### src/rtl/can_field_tracker_if.sv
// Destuffed-bit strobe in, per-bit field label and captured control fields out,
// shared between a CAN bit destuffer / error monitor and can_field_tracker.
interface can_field_tracker_if;
    logic       i_Bit_Valid;
    logic       i_Data;
    logic       i_Error;
    logic [0:4] o_frame_field;
    logic [5:0] o_Index;
    logic       o_Ide;
    logic       o_Rtr;
    logic [3:0] o_Dlc;
    logic       o_Frame_Done;

    modport master (
        output i_Bit_Valid, i_Data, i_Error,
        input  o_frame_field, o_Index, o_Ide, o_Rtr, o_Dlc, o_Frame_Done
    );
    modport slave (
        input  i_Bit_Valid, i_Data, i_Error,
        output o_frame_field, o_Index, o_Ide, o_Rtr, o_Dlc, o_Frame_Done
    );
endinterface

### src/rtl/can_field_tracker.sv
// Labels each destuffed CAN bit with its frame field and in-field index.
// Define CAN_EXT_FRAME_EN to track extended (29-bit ID) frames; otherwise IDE=1 aborts to WAIT_IDLE.
module can_field_tracker #(
    parameter int IDLE_BITS = 11
) (
    input  logic               i_Clock,
    input  logic               i_Reset,
    can_field_tracker_if.slave bus
);
    localparam int CW = $clog2(IDLE_BITS + 1);

    typedef enum logic [4:0] {
        F_IDLE      = 5'b00000, F_SOF      = 5'b00001, F_ID_A    = 5'b00010,
        F_RTR       = 5'b00011, F_IDE      = 5'b00100, F_EOF     = 5'b00101,
        F_R0        = 5'b00110, F_DLC      = 5'b00111, F_DATA    = 5'b01000,
        F_CRC       = 5'b01001, F_ACK_SLOT = 5'b01010, F_ID_B    = 5'b01100,
        F_R1        = 5'b01101, F_IFS      = 5'b01110, F_CRC_DEL = 5'b10001,
        F_ACK_DEL   = 5'b10010, F_WAIT_IDLE = 5'b11111
    } field_e;

    // Internal states differ from field codes: SRR and the extended RTR share one label.
    typedef enum logic [4:0] {
        S_IDLE, S_ID_A, S_SRR, S_IDE, S_R0, S_DLC, S_DATA, S_CRC, S_CRC_DEL,
        S_ACK_SLOT, S_ACK_DEL, S_EOF, S_IFS, S_WAIT_IDLE
`ifdef CAN_EXT_FRAME_EN
        , S_ID_B, S_RTR_B, S_R1
`endif
    } state_e;

    state_e        state_q, state_d;
    logic [5:0]    idx_q, idx_d;
    logic [CW-1:0] rec_q, rec_d;
    logic [5:0]    data_last_q, data_last_d;
    field_e        field_q, field_d;
    logic [5:0]    index_q, index_d;
    logic          ide_q, ide_d;
    logic          rtr_q, rtr_d;
    logic [3:0]    dlc_q, dlc_d;
    logic          done_q, done_d;

    logic [3:0]    dlc_shift;
    logic [3:0]    n_bytes;

    assign dlc_shift = {dlc_q[2:0], bus.i_Data};
    assign n_bytes   = rtr_q ? 4'd0 : ((dlc_shift > 4'd8) ? 4'd8 : dlc_shift);

    always_ff @(posedge i_Clock or posedge i_Reset) begin
        if (i_Reset) begin
            state_q     <= S_IDLE;
            idx_q       <= '0;
            rec_q       <= '0;
            data_last_q <= '0;
            field_q     <= F_IDLE;
            index_q     <= '0;
            ide_q       <= 1'b0;
            rtr_q       <= 1'b0;
            dlc_q       <= '0;
            done_q      <= 1'b0;
        end else begin
            state_q     <= state_d;
            idx_q       <= idx_d;
            rec_q       <= rec_d;
            data_last_q <= data_last_d;
            field_q     <= field_d;
            index_q     <= index_d;
            ide_q       <= ide_d;
            rtr_q       <= rtr_d;
            dlc_q       <= dlc_d;
            done_q      <= done_d;
        end
    end

    // NOTE: every signal written here gets a default first so no path can leave it unassigned (no latch).
    always_comb begin
        state_d     = state_q;
        idx_d       = idx_q;
        rec_d       = rec_q;
        data_last_d = data_last_q;
        if (bus.i_Error) begin
            state_d = S_WAIT_IDLE;
            idx_d   = '0;
            rec_d   = '0;
        end else if (bus.i_Bit_Valid) begin
            idx_d = idx_q + 6'd1;
            unique case (state_q)
                S_IDLE: begin
                    idx_d = '0;
                    if (!bus.i_Data) state_d = S_ID_A;
                end
                S_ID_A:     if (idx_q == 6'd10) begin state_d = S_SRR; idx_d = '0; end
                S_SRR:      begin state_d = S_IDE; idx_d = '0; end
                S_IDE: begin
                    idx_d = '0;
                    if (!bus.i_Data) state_d = S_R0;
`ifdef CAN_EXT_FRAME_EN
                    else             state_d = S_ID_B;
`else
                    else begin
                        state_d = S_WAIT_IDLE;
                        rec_d   = '0;
                    end
`endif
                end
`ifdef CAN_EXT_FRAME_EN
                S_ID_B:     if (idx_q == 6'd17) begin state_d = S_RTR_B; idx_d = '0; end
                S_RTR_B:    begin state_d = S_R1; idx_d = '0; end
                S_R1:       begin state_d = S_R0; idx_d = '0; end
`endif
                S_R0:       begin state_d = S_DLC; idx_d = '0; end
                S_DLC: if (idx_q == 6'd3) begin
                    idx_d       = '0;
                    state_d     = (n_bytes == 4'd0) ? S_CRC : S_DATA;
                    data_last_d = 6'({n_bytes, 3'b000} - 7'd1);
                end
                S_DATA:     if (idx_q == data_last_q) begin state_d = S_CRC; idx_d = '0; end
                S_CRC:      if (idx_q == 6'd14) begin state_d = S_CRC_DEL; idx_d = '0; end
                S_CRC_DEL:  begin state_d = S_ACK_SLOT; idx_d = '0; end
                S_ACK_SLOT: begin state_d = S_ACK_DEL; idx_d = '0; end
                S_ACK_DEL:  begin state_d = S_EOF; idx_d = '0; end
                S_EOF:      if (idx_q == 6'd6) begin state_d = S_IFS; idx_d = '0; end
                S_IFS: begin
                    if (!bus.i_Data) begin
                        idx_d   = '0;
                        rec_d   = '0;
                        state_d = (idx_q == 6'd2) ? S_ID_A : S_WAIT_IDLE;
                    end else if (idx_q == 6'd2) begin
                        state_d = S_IDLE;
                        idx_d   = '0;
                    end
                end
                S_WAIT_IDLE: begin
                    if (idx_q == 6'd63) idx_d = idx_q;
                    if (!bus.i_Data) begin
                        rec_d = '0;
                    end else if (rec_q == CW'(IDLE_BITS - 1)) begin
                        state_d = S_IDLE;
                        idx_d   = '0;
                        rec_d   = '0;
                    end else begin
                        rec_d = rec_q + CW'(1);
                    end
                end
                default: begin state_d = S_IDLE; idx_d = '0; end
            endcase
        end
    end

    always_comb begin
        field_d = field_q;
        index_d = index_q;
        done_d  = 1'b0;
        ide_d   = ide_q;
        rtr_d   = rtr_q;
        dlc_d   = dlc_q;
        if (bus.i_Error) begin
            field_d = F_WAIT_IDLE;
            index_d = '0;
        end else if (bus.i_Bit_Valid) begin
            index_d = idx_q;
            unique case (state_q)
                S_IDLE: begin
                    index_d = '0;
                    if (bus.i_Data) field_d = F_IDLE;
                    else begin
                        field_d = F_SOF;
                        ide_d   = 1'b0;
                        rtr_d   = 1'b0;
                        dlc_d   = '0;
                    end
                end
                S_ID_A:     field_d = F_ID_A;
                S_SRR:      begin field_d = F_RTR; rtr_d = bus.i_Data; end
                S_IDE:      begin field_d = F_IDE; ide_d = bus.i_Data; end
`ifdef CAN_EXT_FRAME_EN
                S_ID_B:     field_d = F_ID_B;
                S_RTR_B:    begin field_d = F_RTR; rtr_d = bus.i_Data; end
                S_R1:       field_d = F_R1;
`endif
                S_R0:       field_d = F_R0;
                S_DLC:      begin field_d = F_DLC; dlc_d = dlc_shift; end
                S_DATA:     field_d = F_DATA;
                S_CRC:      field_d = F_CRC;
                S_CRC_DEL:  field_d = F_CRC_DEL;
                S_ACK_SLOT: field_d = F_ACK_SLOT;
                S_ACK_DEL:  field_d = F_ACK_DEL;
                S_EOF:      begin field_d = F_EOF; done_d = (idx_q == 6'd6); end
                S_IFS: begin
                    if (!bus.i_Data && idx_q == 6'd2) begin
                        field_d = F_SOF;
                        index_d = '0;
                        ide_d   = 1'b0;
                        rtr_d   = 1'b0;
                        dlc_d   = '0;
                    end else begin
                        field_d = F_IFS;
                    end
                end
                S_WAIT_IDLE: field_d = F_WAIT_IDLE;
                default:     begin field_d = F_IDLE; index_d = '0; end
            endcase
        end
    end

    assign bus.o_frame_field = field_q;
    assign bus.o_Index       = index_q;
    assign bus.o_Ide         = ide_q;
    assign bus.o_Rtr         = rtr_q;
    assign bus.o_Dlc         = dlc_q;
    assign bus.o_Frame_Done  = done_q;
endmodule

### src/flat_wrapper.sv
// flat-port wrapper written by rule: the top's interface ports become plain ports
module can_field_tracker_flat 
#(
    parameter int IDLE_BITS = 11
)
  (i_Clock, i_Reset, bus_i_Bit_Valid, bus_i_Data, bus_i_Error, bus_o_frame_field, bus_o_Index, bus_o_Ide, bus_o_Rtr, bus_o_Dlc, bus_o_Frame_Done);
  can_field_tracker_if bus_i ();
  input  logic i_Clock;
  input  logic i_Reset;
  input wire logic [$bits(bus_i.i_Bit_Valid)-1:0] bus_i_Bit_Valid;
  input wire logic [$bits(bus_i.i_Data)-1:0] bus_i_Data;
  input wire logic [$bits(bus_i.i_Error)-1:0] bus_i_Error;
  output wire logic [$bits(bus_i.o_frame_field)-1:0] bus_o_frame_field;
  output wire logic [$bits(bus_i.o_Index)-1:0] bus_o_Index;
  output wire logic [$bits(bus_i.o_Ide)-1:0] bus_o_Ide;
  output wire logic [$bits(bus_i.o_Rtr)-1:0] bus_o_Rtr;
  output wire logic [$bits(bus_i.o_Dlc)-1:0] bus_o_Dlc;
  output wire logic [$bits(bus_i.o_Frame_Done)-1:0] bus_o_Frame_Done;
  assign bus_i.i_Bit_Valid = bus_i_Bit_Valid;
  assign bus_i.i_Data = bus_i_Data;
  assign bus_i.i_Error = bus_i_Error;
  assign bus_o_frame_field = bus_i.o_frame_field;
  assign bus_o_Index = bus_i.o_Index;
  assign bus_o_Ide = bus_i.o_Ide;
  assign bus_o_Rtr = bus_i.o_Rtr;
  assign bus_o_Dlc = bus_i.o_Dlc;
  assign bus_o_Frame_Done = bus_i.o_Frame_Done;
  can_field_tracker #(.IDLE_BITS(IDLE_BITS)) u_core (.i_Clock(i_Clock), .i_Reset(i_Reset), .bus(bus_i));
endmodule
### config.mk
export PLATFORM = sky130hd
export DESIGN_NAME = can_field_tracker_flat
export DESIGN_NICKNAME = d
export VERILOG_FILES = /design/src/rtl/can_field_tracker_if.sv /design/src/rtl/can_field_tracker.sv /design/src/flat_wrapper.sv
export SDC_FILE = /design/constraint.sdc
export NUM_CORES = 1
export LEC_CHECK = 0
export BUFFER_PORTS_ARGS = -buffer_cell sky130_fd_sc_hd__buf_4
export CORE_ASPECT_RATIO = 1.2
export CORE_UTILIZATION = 53
export CTS_CLUSTER_SIZE = 28
export DETAILED_ROUTE_END_ITERATION = 7
export PLACE_DENSITY_LB_ADDON = 0.2
export RECOVER_POWER = 100
export SLEW_MARGIN = 20
export SYNTH_ARGS = -nofsm -noshare
export SYNTH_HDL_FRONTEND = slang
export SYNTH_SLANG_ARGS = --single-unit
### constraint.sdc
create_clock -name i_Clock -period 2.1 [get_ports i_Clock]
set_input_delay 0.315 -clock i_Clock [delete_from_list [all_inputs] [get_ports i_Clock]]
set_output_delay 0.315 -clock i_Clock [all_outputs]
set_load 0.005 [all_outputs]
Word level (Yosys, flattened, before mapping)
Index checks and enable logic that the tools add are counted.
{"block": "word_totals", "regBits": 39, "input_bits": 5, "word_cells": 121}
{"block": "op_classes", "n_addsub": 3, "order_cmp": 1, "eq_ne": 34, "n_mux": 56, "bitwise_logic": 1, "n_reduce_logical": 16}
{"operator": "$pmux 5 s14", "count": 2}
{"operator": "$mux 6", "count": 15}
{"operator": "$mux 5", "count": 14}
{"operator": "$mux 4", "count": 12}
{"operator": "$pmux 6 s7", "count": 1}
{"operator": "$eq 5x4->1 const B", "count": 6}
{"operator": "$pmux 4 s3", "count": 2}
{"operator": "$eq 5x3->1 const B", "count": 4}
{"operator": "$ne 3x2->1 const B", "count": 6}
{"operator": "$reduce_and 5->1", "count": 3}
{"operator": "$eq 6x2->1 const B", "count": 2}
{"operator": "$eq 6x4->1 const B", "count": 2}
{"operator": "$ne 3x3->1 const B", "count": 4}
{"operator": "$pmux 6 s2", "count": 1}
{"operator": "$reduce_or 12->1", "count": 1}
{"operator": "$eq 5x2->1 const B", "count": 2}
{"operator": "$reduce_and 10->1", "count": 1}
{"operator": "$reduce_bool 3->1", "count": 3}
{"operator": "$reduce_and 4->1", "count": 2}
{"operator": "$mux 1", "count": 7}
{"operator": "$add 6x1->6 const B", "count": 1}
{"operator": "$eq 6x3->1 const B", "count": 1}
{"operator": "$eq 6x6->1", "count": 1}
{"operator": "$eq 6x6->1 const B", "count": 1}
{"operator": "16 further kinds", "count": 17}

Longest topological paths before layout
{"block": "depth", "word_depth": 9, "depth_mapped": 9, "ltp_nobuf": 9}

Least setup slack after synthesis
Ideal clock, no wire load.
{"block": "synth_timing", "path_kind": "register to register", "from": "register u_core.idx_q[2]", "to": "register u_core.state_q[2]", "setup_ps": 118, "arrival_ps": 2208, "t_required_ps": 1982, "path_slack_ps": -226, "stages_incl_launch_ff": 9, "path_cell_list": "dfrtp_1 buf_6 nor3_4 nand3_2 and4_4 a2111oi_4 nand4_2 or4b_1 a21o_1"}
{"block": "synth_between", "elab_chain_cells": 6, "elab_cells_between_ends": 18}
{"element": "from (decl)", "line_no": "can_field_tracker.sv:31", "source": "logic [5:0] idx_q, idx_d;"}
{"element": "from (signal assigned)", "line_no": "can_field_tracker.sv:61", "source": "idx_q <= idx_d;"}
{"element": "$eq 6x2->1", "line_no": "can_field_tracker.sv:125, can_field_tracker.sv:126"}
{"element": "$mux 4", "line_no": "can_field_tracker.sv:125", "source": "state_d = (idx_q == 6'd2) ? S_ID_A : S_WAIT_IDLE;"}
{"element": "$mux 5", "line_no": "can_field_tracker.sv:122", "source": "if (!bus.i_Data) begin"}
{"element": "$pmux 5 s14", "line_no": "can_field_tracker.sv:85", "source": "unique case (state_q)"}
{"element": "$mux 5", "line_no": "can_field_tracker.sv:83", "source": "end else if (bus.i_Bit_Valid) begin"}
{"element": "$mux 5", "line_no": "can_field_tracker.sv:79", "source": "if (bus.i_Error) begin"}
{"element": "to (signal assigned)", "line_no": "can_field_tracker.sv:60", "source": "state_q <= state_d;"}
{"element": "to (decl)", "line_no": "can_field_tracker.sv:30", "source": "state_e state_q, state_d;"}
Several ways; a longest one is shown, not always the timed one. The select of a mux whose other input is x is not followed.
A chain may end at the register's enable or synchronous reset.

Worst setup path in the final report
{"block": "layout_timing", "from": "register u_core.idx_q[0]", "to": "register u_core.state_q[2]"}
Same word-level chain as after synthesis.

==> reports/results.ini <==
[outcome]
outcome = complete, but fails checks
violations = negative setup slack

[worst_hold_path]
min_path_type = input port to flop
min_delay_path_depth = 2
min_to = u_core.state_q[1]
min_from = bus_i_Error

[synth]
synth_fa_ha_area_share_pct = 3.31
yosys-top-cells-count = 36 x dfrtp_1, 27 x nand2_1, 24 x nor2_1
synth_top_area_cell = dfrtp_1
ys_seq_area_share_pct = 39.8
synth_edf_count = 0
synth_top_family_by_area = compound AO/OA/AOI/OAI gates
synth_compound_area_share_pct = 24.6
synth_fp_nets = 274
synth_xor_area_share_pct = 2.32
ys.flop_type = dfrtp_1
yosysTopAreaCellShare_pct = 39.8
synth_cells = 263
syn_area_um2 = 2270
synth.avg_cell_area_um2 = 8.62
synth_most_common_cell = dfrtp_1
yosys.area_share.simple_pct = 24.0
yosys_warnings = 0
ys_ff_latch = 36
yosys-top-cells-area = dfrtp_1 40%, a21oi_1 4.9%, o21ai_0 4.9%, nand2_1 4.5%, nor2_1 4.0%
synthMuxAreaShare_pct = 0.939
async_flop_share_pct = 100
synth_cell_types = 54

[floorplan]
die-height_um = 73.6
die_width_um = 61.7
rows = 25
core-area_um2 = 4000
ios = 23
dieArea_um2 = 4540
initial_utilization_pct = 56.6

[detailed_routing]
via_per_inst = 5.81
vias = 2191
wirelength_um = 5980
post_drt_wl_per_cell_um = 15.9
detail-route-antenna-nets = 0
drtIter0Drc = 186
drc = 0
drtPass1Iterations = 4

[timing]
min_period_ns = 2.27
fin_worst_skew_ns = 0.00508
period_share_pct = 108
relSlewSlack_pct = 36.6
hold_ws_ns = 0.298
fmax_mhz = 441
rsz0062_at_grt = yes
finalSetupTns_ns = -0.415
tightest_slew_ns = 0.951
drv_slew = 0
fin_ws_ns = -0.166
hold_violations = 0
setup_violations = 3

[global_routing]
grt_first_pass_wirelength_um = 9440
grt-ovfl-total = 0
grt_pass1_vias = 2087
grt_max_degree = 37
grtUsageTotal_pct = 28.6
antenna_found_initial = 0

[cells_and_area]
num_antenna_cells = 0
multi_input_area_um2 = 1360
drive_above_1_share_pct = 33.1
fillers = 309
final-seq-area_um2 = 905
syn2layout_area_growth_pct = 31.3
finalNetCount = 333

[placed_design]
gp_congestion = 0.897
dp_slack_ns = -0.299
numPortBuffers = 22
place_hpwl_um = 4280

[worst_setup_path]
cp_top_family = simple AND/OR/NAND/NOR gates
ff2ff_path_depth = 9
crit_arrival_ns = 2.46
cp-end-kind = flop
worst-path-buf-inv = 1
cpMaxStageDelayCell = or4b_1
r2r_slack_ns = -0.17
worst_ep_required_time_ns = 2.29
crit_fanout = 2
path_cells = buf_4 > ha_2 > nand2_1 > o21ai_2 > a211oi_2 > a2111oi_4 > nand4_2 > or4b_1 > a21o_1
cpPeakStageDelay_ns = 0.50
r2r-end = u_core.state_q[2]
critPathLaunchType = flop
critical_path_class = flop to flop
r2r-start = u_core.idx_q[0]

[clock_network]
clk_pin_slew_worst_paths_ns = 0.07
numCtsBuffers = 5
holdBufCountCts = 0
clockRootBuffer = clkbuf_8
cts_sinks = 36
worstSkewPairLatency_ns = 0.29
cts_tree = built
cts_max_level = 2
cts_buffer_depth = 2

[power_and_ir_drop]
power_density_nw_per_um2 = 1000
p_leak_nw = 1.31
vdd_drop_max_uv = 633

[job]
cap_violations = 0

## cell families (layout without fill, tap and decap cells)
kind of cell | count (synthesis) | in the layout
xor gates and xnor gates | 6 | 6
DFF | 36 | 36
muxes | 2 | 2
adders and majority gates | 6 | 6
buffers and inverters | 27 | 87
AOI/OAI and AO/OA | 83 | 83
and+or+nand+nor | 103 | 103
## how the worst max path moves through the flow
stage / from / to / cells after the start
floorplan: u_core.idx_q[0] / u_core.state_q[2] / 9
global placement: u_core.idx_q[0] / u_core.state_q[2] / 9
detailed placement: u_core.idx_q[0] / u_core.state_q[3] / 10
CTS: u_core.idx_q[0] / u_core.state_q[2] / 9
global route: u_core.idx_q[0] / u_core.state_q[2] / 9
finish: u_core.idx_q[0] / u_core.state_q[2] / 9
## area by class of cell
type | count | area share [%]
clock buffers | 6 | 2.78
inverters | 11 | 1.39
repair buffers | 68 | 17.1
clock inverters | 2 | 0.336
well taps | 54 | 2.27
multi-input cells | 200 | 45.8
flip-flops and latches | 36 | 30.4
## registers in the layout, indices dropped and copies added, names as in the netlist
signal	count
u_core.state_q	4
u_core.bus.o_Ide	1
u_core.bus.o_Dlc	4
u_core.bus.o_Rtr	1
u_core.idx_q	6
u_core.bus.o_frame_field	5
u_core.data_last_q	4
u_core.bus.o_Frame_Done	1
u_core.bus.o_Index	6
u_core.rec_q	4
## per-stage QoR
stage | cells | area, um^2 | utilization, % | power, mW
after CTS | 377 | 2920 | 73.0 | 2.93
after global routing | 377 | 2980 | 74.3 | 3.18
after floorplan | 263 | 2270 | - | 1.70
after detailed placement | 367 | 2760 | 69.0 | 2.33
final | 377 | 2980 | 74.3 | 2.98
after global placement | 367 | 2760 | 69.0 | 2.30
## layout by cell type (no fill, tap or decap), types with 3 or more instances in the layout
master    instances
buf_4            44
dfrtp_1          33
nand2_1          25
nor2_1           24
clkbuf_4         19
o21ai_0          18
a21oi_1          17
inv_1            10
a22o_1            8
nand3_1           7
nor3_1            6
clkbuf_8          6
a21o_1            5
nor2b_1           5
a21oi_2           5
nand2b_1          4
o21ai_1           4
nand3b_1          4
o31ai_1           4
ha_1              4
and3_1            3
o211ai_1          3
or3_1             3
xor2_1            3
xnor2_1           3
or2_2             3
dfrtp_2           3
## metal layers
layer  vias up  track usage, %  wire (um)
met5         -               0          0
met3        11            5.81        253
met1      1056            36.6       2560
met2        61            46.4       3050
li1       1063               -          -
met4         0            11.6        112
## worst reg2reg max path, cell delays in order (launching register included)
cell       delay, ns
dfrtp_1         0.37
buf_4           0.13
ha_2            0.19
nand2_1         0.07
o21ai_2         0.12
a211oi_2        0.09
a2111oi_4       0.36
nand4_2         0.17
or4b_1          0.50
a21o_1          0.17
## report_power, final
group | switching, mW | internal, mW
Sequential | 0.105 | 0.786
Combinational | 0.816 | 0.761
Clock | 0.252 | 0.262
Total | 1.17 | 1.81
## what timing repair did
item,in CTS,in global routing
resized for setup,16,15
pin swaps,8,6
setup endpoints to repair,13,15
setup buffers,2,1
(Power assumes the default switching activity.)
